==> src/rtl/mem_arbiter_if.sv <==
// Bundle of the IFU and LSU request/response channels plus the memory port of mem_arbiter.
// The slave modport is the arbiter's view; master is the view of the stages and memory model around it.
interface mem_arbiter_if #(
  parameter int ADDR_W = 64,
  parameter int DATA_W = 64
);
  localparam int MASK_W = DATA_W / 8;

  logic              ifu_req_valid;
  logic              ifu_req_ready;
  logic [ADDR_W-1:0] ifu_req_addr;
  logic              ifu_rsp_valid;
  logic              ifu_rsp_ready;
  logic [DATA_W-1:0] ifu_rsp_data;

  logic              lsu_req_valid;
  logic              lsu_req_ready;
  logic [ADDR_W-1:0] lsu_req_addr;
  logic              lsu_req_we;
  logic [DATA_W-1:0] lsu_req_wdata;
  logic [MASK_W-1:0] lsu_req_wmask;
  logic              lsu_rsp_valid;
  logic              lsu_rsp_ready;
  logic [DATA_W-1:0] lsu_rsp_data;

  logic              mem_ce;
  logic              mem_we;
  logic [ADDR_W-1:0] mem_addr;
  logic [DATA_W-1:0] mem_wdata;
  logic [MASK_W-1:0] mem_wmask;
  logic [DATA_W-1:0] mem_rdata;

  modport slave (
    input  ifu_req_valid, ifu_req_addr, ifu_rsp_ready,
    input  lsu_req_valid, lsu_req_addr, lsu_req_we, lsu_req_wdata, lsu_req_wmask, lsu_rsp_ready,
    input  mem_rdata,
    output ifu_req_ready, ifu_rsp_valid, ifu_rsp_data,
    output lsu_req_ready, lsu_rsp_valid, lsu_rsp_data,
    output mem_ce, mem_we, mem_addr, mem_wdata, mem_wmask
  );

  modport master (
    output ifu_req_valid, ifu_req_addr, ifu_rsp_ready,
    output lsu_req_valid, lsu_req_addr, lsu_req_we, lsu_req_wdata, lsu_req_wmask, lsu_rsp_ready,
    output mem_rdata,
    input  ifu_req_ready, ifu_rsp_valid, ifu_rsp_data,
    input  lsu_req_ready, lsu_rsp_valid, lsu_rsp_data,
    input  mem_ce, mem_we, mem_addr, mem_wdata, mem_wmask
  );
endinterface

==> src/rtl/mem_arbiter.sv <==
// Round-robin arbiter sharing one combinational memory port between IFU and LSU,
// with a single outstanding transaction and a configurable response latency (1..15).
module mem_arbiter #(
  parameter int ADDR_W  = 64,
  parameter int DATA_W  = 64,
  parameter int LATENCY = 1
) (
  input  logic         clk,
  input  logic         rst,
  mem_arbiter_if.slave bus
);

  localparam int MASK_W = DATA_W / 8;
  // WAIT covers LATENCY-1 cycles; the counter is preloaded so that zero marks its last cycle.
  localparam logic [3:0] WAIT_INIT = (LATENCY > 1) ? 4'(LATENCY - 2) : 4'd0;

  typedef enum logic [1:0] {IDLE, ISSUE, WAIT, RESP} state_t;
  typedef enum logic {SEL_IFU, SEL_LSU} sel_t;

  state_t            state;
  sel_t              last_grant;
  logic [3:0]        wait_cnt;
  logic              req_we;

  logic              grant_ifu;
  logic              grant_lsu;
  logic [ADDR_W-1:0] acc_addr;
  logic              acc_we;
  logic [DATA_W-1:0] acc_wdata;
  logic [MASK_W-1:0] acc_wmask;
  logic [DATA_W-1:0] capture_data;
  logic              rsp_done;

  // On a tie the requester that did not win last time gets the port.
  always_comb begin
    grant_ifu = bus.ifu_req_valid & (~bus.lsu_req_valid | (last_grant == SEL_LSU));
    grant_lsu = bus.lsu_req_valid & (~bus.ifu_req_valid | (last_grant == SEL_IFU));
  end

  assign bus.ifu_req_ready = (state == IDLE) & grant_ifu;
  assign bus.lsu_req_ready = (state == IDLE) & grant_lsu;

  // Fields of the request being accepted; IFU traffic is always a read with an empty mask.
  always_comb begin
    acc_addr  = bus.lsu_req_addr;
    acc_we    = bus.lsu_req_we;
    acc_wdata = bus.lsu_req_wdata;
    acc_wmask = bus.lsu_req_wmask;
    if (grant_ifu) begin
      acc_addr  = bus.ifu_req_addr;
      acc_we    = 1'b0;
      acc_wdata = '0;
      acc_wmask = '0;
    end
  end

  assign capture_data = req_we ? '0 : bus.mem_rdata;
  assign rsp_done     = (bus.ifu_rsp_valid & bus.ifu_rsp_ready) |
                        (bus.lsu_rsp_valid & bus.lsu_rsp_ready);

  always_ff @(posedge clk) begin
    if (rst) begin
      state             <= IDLE;
      last_grant        <= SEL_LSU;
      wait_cnt          <= '0;
      req_we            <= 1'b0;
      bus.mem_ce        <= 1'b0;
      bus.mem_we        <= 1'b0;
      bus.mem_addr      <= '0;
      bus.mem_wdata     <= '0;
      bus.mem_wmask     <= '0;
      bus.ifu_rsp_valid <= 1'b0;
      bus.ifu_rsp_data  <= '0;
      bus.lsu_rsp_valid <= 1'b0;
      bus.lsu_rsp_data  <= '0;
    end else begin
      case (state)
        IDLE: begin
          if (grant_ifu | grant_lsu) begin
            last_grant    <= grant_ifu ? SEL_IFU : SEL_LSU;
            req_we        <= acc_we;
            bus.mem_ce    <= 1'b1;
            bus.mem_we    <= acc_we;
            bus.mem_addr  <= acc_addr;
            bus.mem_wdata <= acc_wdata;
            bus.mem_wmask <= acc_wmask;
            state         <= ISSUE;
          end
        end

        ISSUE: begin
          bus.mem_ce <= 1'b0;
          bus.mem_we <= 1'b0;
          if (last_grant == SEL_IFU) begin
            bus.ifu_rsp_data <= capture_data;
          end else begin
            bus.lsu_rsp_data <= capture_data;
          end
          if (LATENCY > 1) begin
            wait_cnt <= WAIT_INIT;
            state    <= WAIT;
          end else begin
            bus.ifu_rsp_valid <= (last_grant == SEL_IFU);
            bus.lsu_rsp_valid <= (last_grant == SEL_LSU);
            state             <= RESP;
          end
        end

        WAIT: begin
          if (wait_cnt == 4'd0) begin
            bus.ifu_rsp_valid <= (last_grant == SEL_IFU);
            bus.lsu_rsp_valid <= (last_grant == SEL_LSU);
            state             <= RESP;
          end else begin
            wait_cnt <= wait_cnt - 4'd1;
          end
        end

        RESP: begin
          // Returning to IDLE only after the handshake keeps a new accept out of this cycle.
          if (rsp_done) begin
            bus.ifu_rsp_valid <= 1'b0;
            bus.lsu_rsp_valid <= 1'b0;
            state             <= IDLE;
          end
        end

        default: state <= IDLE;
      endcase
    end
  end

endmodule

==> src/flat_wrapper.sv <==
// flat-port wrapper written by rule: the top's interface ports become plain ports
module mem_arbiter_flat 
#(
  parameter int ADDR_W  = 64,
  parameter int DATA_W  = 64,
  parameter int LATENCY = 1
)
  (clk, rst, bus_ifu_req_valid, bus_ifu_req_addr, bus_ifu_rsp_ready, bus_lsu_req_valid, bus_lsu_req_addr, bus_lsu_req_we, bus_lsu_req_wdata, bus_lsu_req_wmask, bus_lsu_rsp_ready, bus_mem_rdata, bus_ifu_req_ready, bus_ifu_rsp_valid, bus_ifu_rsp_data, bus_lsu_req_ready, bus_lsu_rsp_valid, bus_lsu_rsp_data, bus_mem_ce, bus_mem_we, bus_mem_addr, bus_mem_wdata, bus_mem_wmask);
  mem_arbiter_if #(.ADDR_W(ADDR_W), .DATA_W(DATA_W)) bus_i ();
  input  logic clk;
  input  logic rst;
  input wire logic [$bits(bus_i.ifu_req_valid)-1:0] bus_ifu_req_valid;
  input wire logic [$bits(bus_i.ifu_req_addr)-1:0] bus_ifu_req_addr;
  input wire logic [$bits(bus_i.ifu_rsp_ready)-1:0] bus_ifu_rsp_ready;
  input wire logic [$bits(bus_i.lsu_req_valid)-1:0] bus_lsu_req_valid;
  input wire logic [$bits(bus_i.lsu_req_addr)-1:0] bus_lsu_req_addr;
  input wire logic [$bits(bus_i.lsu_req_we)-1:0] bus_lsu_req_we;
  input wire logic [$bits(bus_i.lsu_req_wdata)-1:0] bus_lsu_req_wdata;
  input wire logic [$bits(bus_i.lsu_req_wmask)-1:0] bus_lsu_req_wmask;
  input wire logic [$bits(bus_i.lsu_rsp_ready)-1:0] bus_lsu_rsp_ready;
  input wire logic [$bits(bus_i.mem_rdata)-1:0] bus_mem_rdata;
  output wire logic [$bits(bus_i.ifu_req_ready)-1:0] bus_ifu_req_ready;
  output wire logic [$bits(bus_i.ifu_rsp_valid)-1:0] bus_ifu_rsp_valid;
  output wire logic [$bits(bus_i.ifu_rsp_data)-1:0] bus_ifu_rsp_data;
  output wire logic [$bits(bus_i.lsu_req_ready)-1:0] bus_lsu_req_ready;
  output wire logic [$bits(bus_i.lsu_rsp_valid)-1:0] bus_lsu_rsp_valid;
  output wire logic [$bits(bus_i.lsu_rsp_data)-1:0] bus_lsu_rsp_data;
  output wire logic [$bits(bus_i.mem_ce)-1:0] bus_mem_ce;
  output wire logic [$bits(bus_i.mem_we)-1:0] bus_mem_we;
  output wire logic [$bits(bus_i.mem_addr)-1:0] bus_mem_addr;
  output wire logic [$bits(bus_i.mem_wdata)-1:0] bus_mem_wdata;
  output wire logic [$bits(bus_i.mem_wmask)-1:0] bus_mem_wmask;
  assign bus_i.ifu_req_valid = bus_ifu_req_valid;
  assign bus_i.ifu_req_addr = bus_ifu_req_addr;
  assign bus_i.ifu_rsp_ready = bus_ifu_rsp_ready;
  assign bus_i.lsu_req_valid = bus_lsu_req_valid;
  assign bus_i.lsu_req_addr = bus_lsu_req_addr;
  assign bus_i.lsu_req_we = bus_lsu_req_we;
  assign bus_i.lsu_req_wdata = bus_lsu_req_wdata;
  assign bus_i.lsu_req_wmask = bus_lsu_req_wmask;
  assign bus_i.lsu_rsp_ready = bus_lsu_rsp_ready;
  assign bus_i.mem_rdata = bus_mem_rdata;
  assign bus_ifu_req_ready = bus_i.ifu_req_ready;
  assign bus_ifu_rsp_valid = bus_i.ifu_rsp_valid;
  assign bus_ifu_rsp_data = bus_i.ifu_rsp_data;
  assign bus_lsu_req_ready = bus_i.lsu_req_ready;
  assign bus_lsu_rsp_valid = bus_i.lsu_rsp_valid;
  assign bus_lsu_rsp_data = bus_i.lsu_rsp_data;
  assign bus_mem_ce = bus_i.mem_ce;
  assign bus_mem_we = bus_i.mem_we;
  assign bus_mem_addr = bus_i.mem_addr;
  assign bus_mem_wdata = bus_i.mem_wdata;
  assign bus_mem_wmask = bus_i.mem_wmask;
  mem_arbiter #(.ADDR_W(ADDR_W), .DATA_W(DATA_W), .LATENCY(LATENCY)) u_core (.clk(clk), .rst(rst), .bus(bus_i));
endmodule
==> config.mk <==
export PLATFORM = sky130hd
export DESIGN_NAME = mem_arbiter_flat
export DESIGN_NICKNAME = d
export VERILOG_FILES = /design/src/rtl/mem_arbiter_if.sv /design/src/rtl/mem_arbiter.sv /design/src/flat_wrapper.sv
export SDC_FILE = /design/constraint.sdc
export NUM_CORES = 1
export LEC_CHECK = 0
export ABC_CLOCK_PERIOD_IN_PS = 2100
export CAP_MARGIN = 20
export CELL_PAD_IN_SITES_DETAIL_PLACEMENT = 0
export CELL_PAD_IN_SITES_GLOBAL_PLACEMENT = 2
export CORE_MARGIN = 5
export CORE_UTILIZATION = 22
export CTS_CLUSTER_DIAMETER = 60
export DETAILED_ROUTE_END_ITERATION = 7
export HOLD_SLACK_MARGIN = 0.03
export PLACE_DENSITY_LB_ADDON = 0.1
export REMOVE_ABC_BUFFERS = 1
export SYNTH_ARGS = -nofsm -noshare
export SYNTH_HDL_FRONTEND = slang
export SYNTH_SLANG_ARGS = --single-unit
==> constraint.sdc <==
create_clock -name clk -period 2.1 [get_ports clk]
set_input_delay 0.315 -clock clk [delete_from_list [all_inputs] [get_ports clk]]
set_output_delay 0.315 -clock clk [all_outputs]
set_load 0.01 [all_outputs]
# Word level (Yosys, flattened, before mapping)
# Cells that the tools add are included.
dict set report totals {
  register_bits 276
  output_inout_bits 270
  elab_cells 64
}
dict set report op_classes {
  addsub 1
  eq_ne 6
  mux 19
  bitwise 14
  n_reduce_logical 11
}
# op n
set op_table {}
lappend op_table {{64-bit 2-to-1 mux} 3}
lappend op_table {{2-bit AND reduction} 5}
lappend op_table {{8-bit 2-to-1 mux} 1}
lappend op_table {{2-bit one-hot mux with 4 select lines} 1}
lappend op_table {{1-bit 2-to-1 mux} 7}
lappend op_table {{1-bit bitwise AND} 6}
lappend op_table {{2-bit 2-to-1 mux} 3}
lappend op_table {{1-bit one-hot mux with 3 select lines} 2}
lappend op_table {{3-bit AND reduction} 2}
lappend op_table {{2-bit equality test, second input constant} 2}
lappend op_table {{4-bit logical NOT} 1}
lappend op_table {{2-bit by 1-bit != test with 1-bit output, second input constant} 2}
lappend op_table {{1-bit NOT} 4}
lappend op_table {{1-bit OR} 4}
lappend op_table {{1-bit one-hot mux with 2 select lines} 2}
lappend op_table {{4-bit by 1-bit subtractor with 4-bit output, second input constant} 1}
lappend op_table {{3-bit nonzero test} 1}
lappend op_table {{2-bit by 1-bit equality test with 1-bit output, second input constant} 1}
lappend op_table {{2-bit logical NOT} 1}
lappend op_table {{2-bit != test, second input constant} 1}
lappend op_table {{2-bit nonzero test} 1}

# Longest topological paths before layout
dict set report depth {
  ltp_word 6
  mapped_depth 8
  ltp_nobuf 6
}

# Least setup slack after synthesis
# OpenSTA, ideal clock, no wires.
dict set report synth_timing {
  path_kind {flip-flop to flip-flop}
  from {reg u_core.wait_cnt[0]}
  to {reg u_core.bus.ifu_rsp_valid}
  arrival_time_ns 1.456
  path_slack_ns 0.527
  path_stages_with_launch 8
  path_buffers 1
  period_less_slack_ns 1.573
  cell_sequence {dfxtp_1 inv_1 ha_1 or3b_1 buf_2 a21oi_2 nand2_1 a32o_1}
}
dict set report synth_via {
  elab_chain_len 3
}
# item line
set synth_lines {}
lappend synth_lines {{start, declared} mem_arbiter.sv:22} ;# logic [3:0] wait_cnt;
lappend synth_lines {{start signal, assigned} mem_arbiter.sv:115} ;# wait_cnt <= wait_cnt - 4'd1;
lappend synth_lines {{4-bit logical NOT} mem_arbiter.sv:110} ;# if (wait_cnt == 4'd0) begin
lappend synth_lines {{2-bit by 1-bit != test with 1-bit output (no source line)} n/a}
lappend synth_lines {{3-bit AND reduction (no source line)} n/a}
lappend synth_lines {{end signal, assigned} mem_arbiter.sv:103} ;# bus.ifu_rsp_valid <= (last_grant == SEL_IFU);
lappend synth_lines {{end signal, assigned} mem_arbiter.sv:111} ;# bus.ifu_rsp_valid <= (last_grant == SEL_IFU);
lappend synth_lines {{end, declared} mem_arbiter_if.sv:37} ;# output ifu_req_ready, ifu_rsp_valid, ifu_rsp_data,
# No other way between the ends.
# A chain may end at the register's enable or synchronous reset.

# Worst setup path in the final report
dict set report layout_timing {
  from {reg u_core.state[0]}
  to {out bus_ifu_req_ready}
}
dict set report layout_via {
  elab_chain_len 2
}
# item line
set layout_lines {}
lappend layout_lines {{start, declared} mem_arbiter.sv:20} ;# state_t state;
lappend layout_lines {{start signal, assigned} mem_arbiter.sv:63} ;# state <= IDLE;
lappend layout_lines {{start signal, assigned} mem_arbiter.sv:87} ;# state <= ISSUE;
lappend layout_lines {{start signal, assigned} mem_arbiter.sv:101} ;# state <= WAIT;
lappend layout_lines {{2-bit logical NOT} mem_arbiter.sv:40} ;# assign bus.ifu_req_ready = (state == IDLE) & grant_ifu;
lappend layout_lines {{1-bit bitwise AND} mem_arbiter.sv:40}
lappend layout_lines {{end, declared} flat_wrapper.sv:22} ;# output wire logic [$bits(bus_i.ifu_req_ready)-1:0] bus_ifu_req_ready;
# No other way between the ends.

==> summary.txt <==
====================================================================================================
Hold crit path type ................................................................... primary input to flop
Combinational family with the most area after synthesis ............................... simple AND/OR/NAND/NOR gates
Xor/xnor cell area share of the yosys netlist .........................................      0.00243
Period Utilization, post-route ........................................................        0.945
Post-layout instance area .............................................................    18500 um2
Largest fanout of any net on the critical path ........................................            3
Synth Area in Simple Gates ............................................................        0.186
Total number of placement rows ........................................................           81
Dpl ws ................................................................................    -0.152 ns
Mean area per synthesized cell ........................................................     8.82 um2
Prevailing post-synth register cell ...................................................      dfxtp_1
Number of nets in the layout ..........................................................         2028
Beginning of the worst register-to-register path ...................................... u_core.state[1]$_SDFFE_PP0P_
End of the critical path .............................................................. bus_ifu_req_ready
Hold path startpoint ..................................................................          rst
Number of nets with antenna violations after routing ..................................            0
Complex-gate fraction of the synthesized area .........................................        0.182
Cell area after placement .............................................................    17100 um2
Post-synthesis adder-cell area fraction ...............................................      0.00810
Final Non-Filler Cells ................................................................         2444
Post-synth top area cell ..............................................................      dfxtp_1
Final hold slack ......................................................................     0.131 ns
Result of the run .....................................................................    completed
# H-tree levels .......................................................................            2
Unrepaired setup endpoints after global routing .......................................           no
Maximum capacitance violations ........................................................            0
Starting density of the core ..........................................................        0.222
Detailed Route Iter0 Violations .......................................................          434
Pin count of the biggest net entering global routing ..................................           75
Via/cell ratio ........................................................................         4.30
Reg-to-reg critical path endpoint ..................................................... u_core.bus.mem_addr[57]$_SDFFE_PP0P_
Peak clock frequency supported by timing ..............................................      504 MHz
Number of buffers added by the clock tree synthesis step ..............................           40
Core region area ......................................................................    48700 um2
Routed WL .............................................................................      48.2 mm
First-pass GRT wire length ............................................................      69.9 mm
Via count of the first global-routing pass ............................................        10.7k
Worst Tran Pin Value ..................................................................     0.517 ns
Post-synthesis mux area share .........................................................       0.0602
CP required ...........................................................................      1.78 ns
Most frequent cell after synthesis ....................................................      dfxtp_1
Final-report max-slew violation count .................................................            0
Start-to-end type of the worst setup path ............................................. flop to output port
Final estimated routing congestion in global placement ................................        0.780
Setup violations, final ...............................................................            0
Die Height ............................................................................       232 um
Post-synth top area share .............................................................        0.511
Startpoint types ......................................................................         flop
Cell count after placement ............................................................         2372
Cell chosen for the clock root ........................................................    clkbuf_16
Worst-case clock skew .................................................................    0.0180 ns
First drt pass iteration count ........................................................            4
IR Drop Worst-Case VDD ................................................................   0.000547 V
Static Leakage ........................................................................   0.00677 uW
Layout cells sized above 1 ............................................................       0.0922
Insertion delay to the later sink of the worst-skew pair ..............................      0.55 ns
Number of distinct library cells after synthesis ......................................           35
Setup TNS .............................................................................         0 ns
Initial antenna violation count .......................................................            2
Gr ovfl total .........................................................................            0
Num ports .............................................................................          541
Clock-pin slew reported for the worst setup and hold paths after clock tree synthesis .      0.06 ns
Setup fix buffers added after clock tree synthesis ....................................            0
Main area contributors after synthesis ................................................ dfxtp_1 (51%), nand2_1 (9.2%), a21oi_1 (6.1%)
Pwr per Cell Area .....................................................................  1020 nW/um2
Final count of hold timing violations .................................................            0
Crit. Startpoint ...................................................................... u_core.state[0]$_SDFFE_PP0P_
Number of enable flip-flop cells after synthesis ......................................            0
Routed wire length per instance .......................................................      19.7 um
Maximum number of buffers from clock root to sink .....................................            3
CTS hold repair buffers ...............................................................            0
Top cells by instance count after synthesis ........................................... dfxtp_1 (276), nand2_1 (264), nor2_1 (144), a21oi_1 (131), a22oi_1 (74)
Worst reg2reg path depth ..............................................................            8
Minimum period implied by the final worst setup slack .................................      1.98 ns
Number of I/O port buffers ............................................................          540
Cells after Synth .....................................................................         1226
Gr usage total ........................................................................        0.170
Async SR Flop Fraction ................................................................            0
Number of warnings issued by yosys ....................................................            0
CP arrival ............................................................................      1.67 ns
Synthesized flop and latch total ......................................................          276
Register-to-register path setup slack .................................................      0.35 ns
Remaining DRCs ........................................................................            0
CTS tree ..............................................................................        built
Slew Limit Headroom ...................................................................        0.655
Combined area of all synthesized cells ................................................    10800 um2
Total Die Area ........................................................................    53700 um2
CP endpoint kind ......................................................................  output port
Part of the Yosys area used for sequential elements ...................................        0.511
Chip width ............................................................................       232 um
CTS sink count ........................................................................          276
Smallest setup slack after layout .....................................................     0.115 ns
Area added between synthesis and finish ...............................................        71.2%
DP Wirelength .........................................................................      34.6 mm
Number of vias after detailed routing .................................................        10.5k
====================================================================================================
-- kinds of logic after synthesis --
family,count (synthesis)
buf+inv,110
compound gates,280
xor+xnor,3
mux,65
simple gates,485
fa+ha+maj,7
flops,276
-- sequential cells by signal, indices dropped and copies added, names as in the netlist --
register	count
u_core.bus.mem_addr	64
u_core.bus.lsu_rsp_valid	1
u_core.bus.mem_wmask	8
u_core.bus.ifu_rsp_data	64
u_core.bus.lsu_rsp_data	64
u_core.bus.ifu_rsp_valid	1
u_core.bus.mem_we	1
u_core.req_we	1
u_core.state	2
u_core.last_grant	1
u_core.bus.mem_wdata	64
u_core.wait_cnt	4
u_core.bus.mem_ce	1
-- how the worst min path moves through the flow --
stage	cells past startpoint	slack, ns	endpoint
2_1_floorplan	1	0.38	u_core.bus.mem_addr[14]$_SDFFE_PP0P_
3_3_place_gp	2	0.44	u_core.bus.lsu_rsp_data[46]$_SDFFE_PP0P_
3_5_place_dp	2	0.45	u_core.bus.lsu_rsp_data[52]$_SDFFE_PP0P_
4_1_cts	2	0.1	u_core.bus.ifu_rsp_data[35]$_SDFFE_PP0P_
5_1_grt	2	0.12	u_core.bus.ifu_rsp_data[35]$_SDFFE_PP0P_
6_report	2	0.13	u_core.bus.ifu_rsp_data[35]$_SDFFE_PP0P_
-- layer usage --
layer / vias to the layer above / global-route usage / share of wire
li1: 5189 / - / -
met3: 79 / 0.0539 / 0.070
met1: 4925 / 0.191 / 0.39
met5: - / 0 / 0
met2: 320 / 0.302 / 0.50
met4: 0 / 0.0650 / 0.034
-- critical path, stage by stage (launching register included) --
cell and delay, ns:
dfxtp_1 0.35, inv_2 0.07, ha_4 0.16, inv_2 0.10, buf_4 0.17, nor2_1 0.05
clkdlybuf4s15_2 0.22
-- per-stage QoR --
stage / util / total power, uW
final: 0.380 / 18900
after global routing: 0.380 / 20000
after CTS: 0.379 / 19300
after detailed placement: 0.352 / 12200
after global placement: 0.352 / 12200
after floorplan: - / 8730
-- layout make-up --
cell class / instances / area, um2
clock inverters: 15 / 194
repair buffers: 585 / 5960
well taps: 664 / 831
flip-flops and latches: 276 / 5530
clock buffers: 55 / 1160
multi-input cells: 840 / 4800
fillers: 5005 / 30200
diodes: 2 / 5.00
inverters: 7 / 26.3
-- where the power goes --
group,switching [uW],internal [uW],total [uW]
clock,2590,4340,6930
combinational,2870,2740,5610
sequential,384,5980,6370
-- cells in the final DEF (no fill, tap or decap), drive strengths merged, types with 3 or more instances in the layout --
master / instances
clkinv: 6
a211oi: 67
a22oi: 74
clkinvlp: 3
clkbuf: 55
nor2b: 65
nand2: 264
clkdlybuf4s50: 537
dfxtp: 276
inv: 9
a21oi: 132
ha: 7
bufinv: 4
mux2i: 65
nor2: 144
o21ai: 3
nand3: 3
buf: 47
-- what timing repair did --
| item | in CTS | in global routing |
|---|---|---|
| pin swaps | 2 | 1 |
| gates resized for setup | 10 | 1 |
| gates cloned | 0 | 0 |
| endpoints found under the setup margin | 2 | 2 |
(Power assumes the default switching activity.)
